`config.mk`:
```
export PLATFORM = sky130hd
export DESIGN_NAME = bp_coherence_network_chunk_reassembler
export DESIGN_NICKNAME = d
export VERILOG_FILES = /design/src/rtl/bp_coherence_network_chunk_reassembler.sv
export SDC_FILE = /design/constraint.sdc
export NUM_CORES = 1
export LEC_CHECK = 0
export ABC_AREA = 1
export CORE_MARGIN = 4
export CORE_UTILIZATION = 55
export DETAILED_ROUTE_END_ITERATION = 16
export PLACE_DENSITY = 0.8
export SYNTH_ARGS = -nofsm -noshare
export SYNTH_HDL_FRONTEND = slang
export SYNTH_SLANG_ARGS = --single-unit
```
`constraint.sdc`:
```
create_clock -name clk_i -period 14.2 [get_ports clk_i]
set_input_delay 4.26 -clock clk_i [delete_from_list [all_inputs] [get_ports clk_i]]
set_output_delay 4.26 -clock clk_i [all_outputs]
set_load 0.05 [all_outputs]
```
`src/rtl/bp_coherence_network_chunk_reassembler.sv`:
```
// Rebuilds coherence packets from per-source interleaved network chunks.
// Optional destination-id check: define BP_COHERENCE_REASSEMBLY_DST_CHECK_EN.
module bp_coherence_network_chunk_reassembler #(
  parameter int packet_width_p = 64,
  parameter int chunk_size_p   = 16,
  parameter int num_src_p      = 4,
  parameter int num_dst_p      = 4,
  parameter int dst_id_p       = 0,
  localparam int src_w    = (num_src_p > 1) ? $clog2(num_src_p) : 1,
  localparam int dst_w    = (num_dst_p > 1) ? $clog2(num_dst_p) : 1,
  localparam int n_chunks = (packet_width_p + chunk_size_p - 1) / chunk_size_p,
  localparam int chunk_w  = chunk_size_p + src_w + dst_w
) (
  input  logic                      clk_i,
  input  logic                      reset_i,
  input  logic                      v_i,
  input  logic [chunk_w-1:0]        data_i,
  output logic                      ready_o,
  output logic                      v_o,
  output logic [packet_width_p-1:0] data_o,
  output logic [src_w-1:0]          src_id_o,
  input  logic                      yumi_i,
  output logic                      error_o
);

  localparam int buf_w = n_chunks * chunk_size_p;
  localparam int cnt_w = (n_chunks > 1) ? $clog2(n_chunks) : 1;
  localparam logic [src_w:0] num_src_lp = (src_w + 1)'(num_src_p);

  typedef enum logic [0:0] {OUT_EMPTY, OUT_FULL} out_state_e;

  out_state_e state_q, state_d;

  logic [chunk_size_p-1:0] payload;
  logic [src_w-1:0]        src_id;
  logic [dst_w-1:0]        dst_id;

  logic [cnt_w-1:0] cnt_q [num_src_p];
  logic [buf_w-1:0] buf_q [num_src_p];

  logic             accept, src_ok, dst_ok, take, last;
  logic [cnt_w-1:0] cur_cnt;
  logic [buf_w-1:0] cur_buf, merged_buf;

  assign {dst_id, src_id, payload} = data_i;

  assign v_o     = (state_q == OUT_FULL);
  assign ready_o = (state_q == OUT_EMPTY);

  // Slot buffer is padded to whole chunks; the excess of the last chunk is cut at data_o.
  always_comb begin
    src_ok     = ({1'b0, src_id} < num_src_lp);
    accept     = v_i & ready_o;
    take       = accept & src_ok & dst_ok;
    cur_cnt    = '0;
    cur_buf    = '0;
    if (src_ok) begin
      cur_cnt = cnt_q[src_id];
      cur_buf = buf_q[src_id];
    end
    last       = (cur_cnt == cnt_w'(n_chunks - 1));
    merged_buf = cur_buf;
    merged_buf[cur_cnt*chunk_size_p +: chunk_size_p] = payload;
  end

  always_ff @(posedge clk_i or posedge reset_i) begin
    if (reset_i) begin
      for (int unsigned i = 0; i < num_src_p; i++) begin
        cnt_q[i] <= '0;
        buf_q[i] <= '0;
      end
    end else if (take) begin
      cnt_q[src_id] <= last ? '0 : cur_cnt + cnt_w'(1);
      buf_q[src_id] <= merged_buf;
    end
  end

  always_ff @(posedge clk_i or posedge reset_i) begin
    if (reset_i) begin
      data_o   <= '0;
      src_id_o <= '0;
    end else if (take && last) begin
      data_o   <= merged_buf[packet_width_p-1:0];
      src_id_o <= src_id;
    end
  end

  always_ff @(posedge clk_i or posedge reset_i) begin
    if (reset_i) state_q <= OUT_EMPTY;
    else         state_q <= state_d;
  end

  always_comb begin
    state_d = state_q;
    case (state_q)
      OUT_EMPTY: if (take && last) state_d = OUT_FULL;
      OUT_FULL:  if (yumi_i)       state_d = OUT_EMPTY;
      default:                     state_d = OUT_EMPTY;
    endcase
  end

`ifdef BP_COHERENCE_REASSEMBLY_DST_CHECK_EN
  logic error_q;

  assign dst_ok  = (dst_id == dst_w'(dst_id_p));
  assign error_o = error_q;

  always_ff @(posedge clk_i or posedge reset_i) begin
    if (reset_i)               error_q <= 1'b0;
    else if (accept && !dst_ok) error_q <= 1'b1;
  end
`else
  logic unused_dst;

  assign dst_ok     = 1'b1;
  assign error_o    = 1'b0;
  assign unused_dst = ^{dst_id, dst_w'(dst_id_p)};
`endif

endmodule

```
**Word-level counts from Yosys, hierarchy flattened**

Cells that the tools add are included.

- Register bits: 331
- Latch bits: 0
- RAM bits: 0
- Bits in read-only memories: 0
- Bits of input ports: 24
- Output and inout bits: 69
- Logic and storage cells: 40
- Memories kept: 0

- Add/sub/neg operators: 2
- $mul: 0
- Divide/modulo/power cells: 0
- Magnitude comparators: 2
- Equality and inequality tests: 1
- Shift operators: 2
- Mux-type cells: 17
- Bitwise operators: 3
- Reduce and logical (&&, ||, !) cells: 2

Operators with widths:

| kind | count |
|---|---|
| $bwmux 256 | 1 |
| $mux 64 | 3 |
| $bmux 64 s2 | 1 |
| $demux 64 s2 | 1 |
| $bwmux 64 | 1 |
| $shift 16x34->64 const A | 1 |
| $shiftx 16x34->64 | 1 |
| $neg 6->34 | 1 |
| $bwmux 8 | 1 |
| $mux 2 | 4 |
| $bmux 2 s2 | 1 |
| $demux 2 s2 | 1 |
| $ge 3x3->1 const B | 1 |
| $lt 3x1->1 const B | 1 |
| $not 2->3 | 1 |
| $add 2x1->2 const B | 1 |
| $eq 2x2->1 const B | 1 |
| $logic_and 1x1->1 | 2 |
| $mux 1 | 2 |
| $pmux 1 s2 | 1 |
| $and 1x1->1 | 1 |
| $not 1->1 | 1 |

**Depth between registers and ports, before layout**

- Depth after elaboration: 8
- Depth in mapped cells: 17
- Depth with buffers taken out: 14

**Least setup slack after synthesis**

No wires, ideal clock.

- Path kind: input-to-reg
- From: input port data_i[17]
- To: register buf_q[100] (netlist name)
- Setup time: 0.118 ns
- Data arrival time: 6.343 ns
- Required time: 14.082 ns
- Slack: 7.738 ns
- Stages: 14
- Buffers on the path: 4
- Cells stage by stage: buf_4 > inv_2 > nand2_1 > buf_2 > o21ai_0 > nor3_1 > inv_1 > ha_1 > clkbuf_1 > inv_1 > clkbuf_1 > nand3_1 > nand3_1 > nand2_1

- Longest elaborated chain between the ends: 8
- Elaborated cells between the ends (all ways): 17
- Those cells by class: add/sub: 1; order compare: 2; shift: 2; mux: 10; bitwise: 1; reduce/logical: 1

RTL lines:

| element | line | RTL |
|---|---|---|
| start, declared | 17 | `input logic [chunk_w-1:0] data_i,` |
| $not 2->3 (implied by the code) (*) | 58, 59, 74 |  |
| $bmux 2 s2 | 58 | `cur_cnt = cnt_q[src_id];` |
| $mux 2 (implied by the code) (2 in series) | 58 |  |
| $neg 6->34 | 63 | `merged_buf[cur_cnt*chunk_size_p +: chunk_size_p] = payload;` |
| $shiftx 16x34->64 or $shift 16x34->64 (tied branches) | 63 |  |
| $bwmux 64 | 63 |  |
| $bwmux 256 (*) | 74 | `buf_q[src_id] <= merged_buf;` |
| end signal, assigned by index | 74 |  |
| end, declared | 39 | `logic [buf_w-1:0] buf_q [num_src_p];` |

Mark *: on every way between the ends. The rest lies on a longest branch, timed or not. The select of a mux whose other input is x is not followed.
A chain may end at the register's enable or synchronous reset.

**Worst setup path after layout**

- From: input port data_i[16]
- To: register buf_q[29] (netlist name)

Same word-level chain as after synthesis.

==> results.cfg <==
[hold_path]
hold_depth = 2
holdPathEnd = data_o[40]$_DFFE_PP0P_
hp-start = data_o[40]$_DFFE_PP0P_
hp-class = flop to flop

[floorplan]
die_h_um = 162
start_util_pct = 56.7
die_area_mm2 = 0.0261
io_pins = 93
num_rows = 55
coreArea_mm2 = 0.0229
chipWidth_um = 162

[clock_tree]
htree_levels = 1
cts_tree = done
ctsHoldBuffers = 0
cts_sinks = 267
clkTransAtPathRegs_ns = 0.06
cts_resized = 0
root_buffer = clkbuf_16
cts_setup_buffers = 0
clock_path_buffers = 3
cts_buffers = 29
clk_latency_ns = 0.54

[place]
dp_hpwl_um = 20200
gp_congestion = 0.833
dp.cells = 2090
numPortBuffers = 89

[logic_synthesis]
synth_area_per_cell_um2 = 7.25
syn_nets = 1820
synth_edf_count = 0
synth_ff_type = dfrtp_1
postSynthCellCount = 1792
syn_area_mm2 = 0.0130
ys_seq_elements = 267
seq_area_frac_synth_pct = 51.4
synth.distinct_cells = 19
yosys_warnings = 0
ys_async_sr_fraction_pct = 100

[global_route]
grt_overflow_total = 0
grt_pass1_wl_um = 58900
grt_max_degree = 121
grt_pass1_vias = 11400
gr-usage-all-layers_pct = 27.5
antenna_found_initial = 0

[detailed_routing]
vias = 11700
drt-total-wl_um = 35600
vias_per_cell = 5.48
drt_iter0_markers = 1308
drc_errors = 0
dr.pass1.iters = 5
post_drt_wl_per_cell_um = 16.7
ant_nets = 0

[sta]
finalCriticalPeriod_ns = 8.84
fmax_mhz = 113
fin_crit_sh_pct = 62.2
setup_viol = 0
finalMaxSlewViolations = 0
final_hold_viol_count = 0
tightest_slew_ns = 1.08
relSlewSlack_pct = 27.3
timing.setup.tns_ns = 0
fin_worst_skew_ns = 0.0110
rsz0062_at_grt = no

[status]
outcome = completed

[power_and_ir_drop]
p_per_area_mw_per_mm2 = 204
p_leak_uw = 0.00797
ir_drop_mv = 0.157

[final_layout]
post-route-util_pct = 64.5
multi_input_area_mm2 = 0.00555
fin_nets = 1836
ff_latch_area_mm2 = 0.00668
final_common_cell = nand2_1
fillCellCount = 1987
n_antenna_cell = 0
area_growth_pct = 13.8
drive_gt1_share_pct = 4.93
fin_cells = 2139
mostFrequentLayoutCells = nand2_1 (899), nand3_1 (288), dfrtp_1 (267)

[setup_path]
r2r_setup_slack_ns = 9.97
r2r-end = buf_q[29]$_DFFE_PP0P_
worstPathRequired_ns = 14.68
r2r-start = cnt_q[2]$_DFFE_PP0P_
worstSetupStartpointType = primary input
arrival_ns = 9.32
rr_worst_depth = 13
cp_max_fo = 37
path_class = primary input to flop
worst_setup_path_end_kind = flop

[run]
maxCapViolCount = 0
[logic make-up after synthesis]
kind of cell    count (synthesis)  synth area share [%]
compound gates                 23                 0.886
flops                         267                  51.4
other cells                     1                0.0289
simple gates                 1311                  41.1
buf+inv                       186                  6.14
fa+ha+maj                       4                 0.385
[per-layer routing]
metal | vias to the layer above | GRT usage [%] | wire length (um)
met2 | 576 | 44.1 | 16300
met3 | 117 | 3.53 | 3170
li1 | 5589 | - | -
met4 | 0 | 10.5 | 1520
met5 | - | 0 | 0
met1 | 5449 | 38.8 | 14600
[worst max-delay path, stage by stage]
cell,delay (ns)
buf_2,0.61
buf_4,0.58
nand2_1,0.10
nand2_1,0.10
nand2_2,0.34
nand2_2,0.67
inv_1,0.16
ha_1,0.48
inv_2,0.41
nand2_2,0.30
nor2_2,0.64
nand3_1,0.22
nand2_1,0.22
nand2_1,0.07
nand2_1,0.09
[stage by stage]
step	cell area, um2	power (uW)	setup WS, ns	hold WS (ns)
CTS	14800	3020	5.48	0.481
detailed placement	13900	2290	4.96	0.464
finish	14800	3010	5.36	0.474
global placement	13900	2250	5.04	0.458
global route	14800	3220	5.04	0.493
floorplan	13000	1990	2.59	0.442
[state kept, by name, indices dropped and copies added (netlist names)]
name,cells
buf_q,192
data_o,64
src_id_o,2
v_o,1
cnt_q,8
[where the power goes]
part           total, uW  switching, uW  internal (uW)
Combinational       1120            781            335
Clock                718            297            421
Sequential          1180            144           1040
[final cells by class]
type,count,share of cell area (%)
clock buffer,42,5.65
clock inverter,7,0.440
inverter,67,1.75
multi-input combinational,1339,37.6
sequential,267,45.2
tap,313,2.65
timing repair buffer,104,6.72
[synthesized netlist by cell type (4+ instances only)]
cell	number	share of area, %
nand2_1	900	26
nand3_1	288	11
dfrtp_1	267	51
nor2_1	102	2.9
inv_1	61	1.8
buf_2	52	2.0
clkbuf_1	46	1.3
o21ai_0	20	0.77
nand2_2	15	0.72
buf_1	12	0.35
buf_4	9	0.52
inv_2	5	0.14
ha_1	4	0.39
[how the worst max path moves through the flow]
| stage | from | to | cells after the start | slack (ns) |
|---|---|---|---|---|
| after floorplan | reset_i | buf_q[0]$_DFFE_PP0P_ | 1 | 2.59 |
| after global placement | data_i[16] | data_o[29]$_DFFE_PP0P_ | 15 | 5.04 |
| after detailed placement | data_i[16] | buf_q[29]$_DFFE_PP0P_ | 15 | 4.96 |
| after CTS | data_i[16] | buf_q[29]$_DFFE_PP0P_ | 15 | 5.48 |
| after global routing | data_i[16] | data_o[29]$_DFFE_PP0P_ | 15 | 5.04 |
| final | data_i[16] | buf_q[29]$_DFFE_PP0P_ | 15 | 5.36 |
Power figures use the tool's default switching activity.
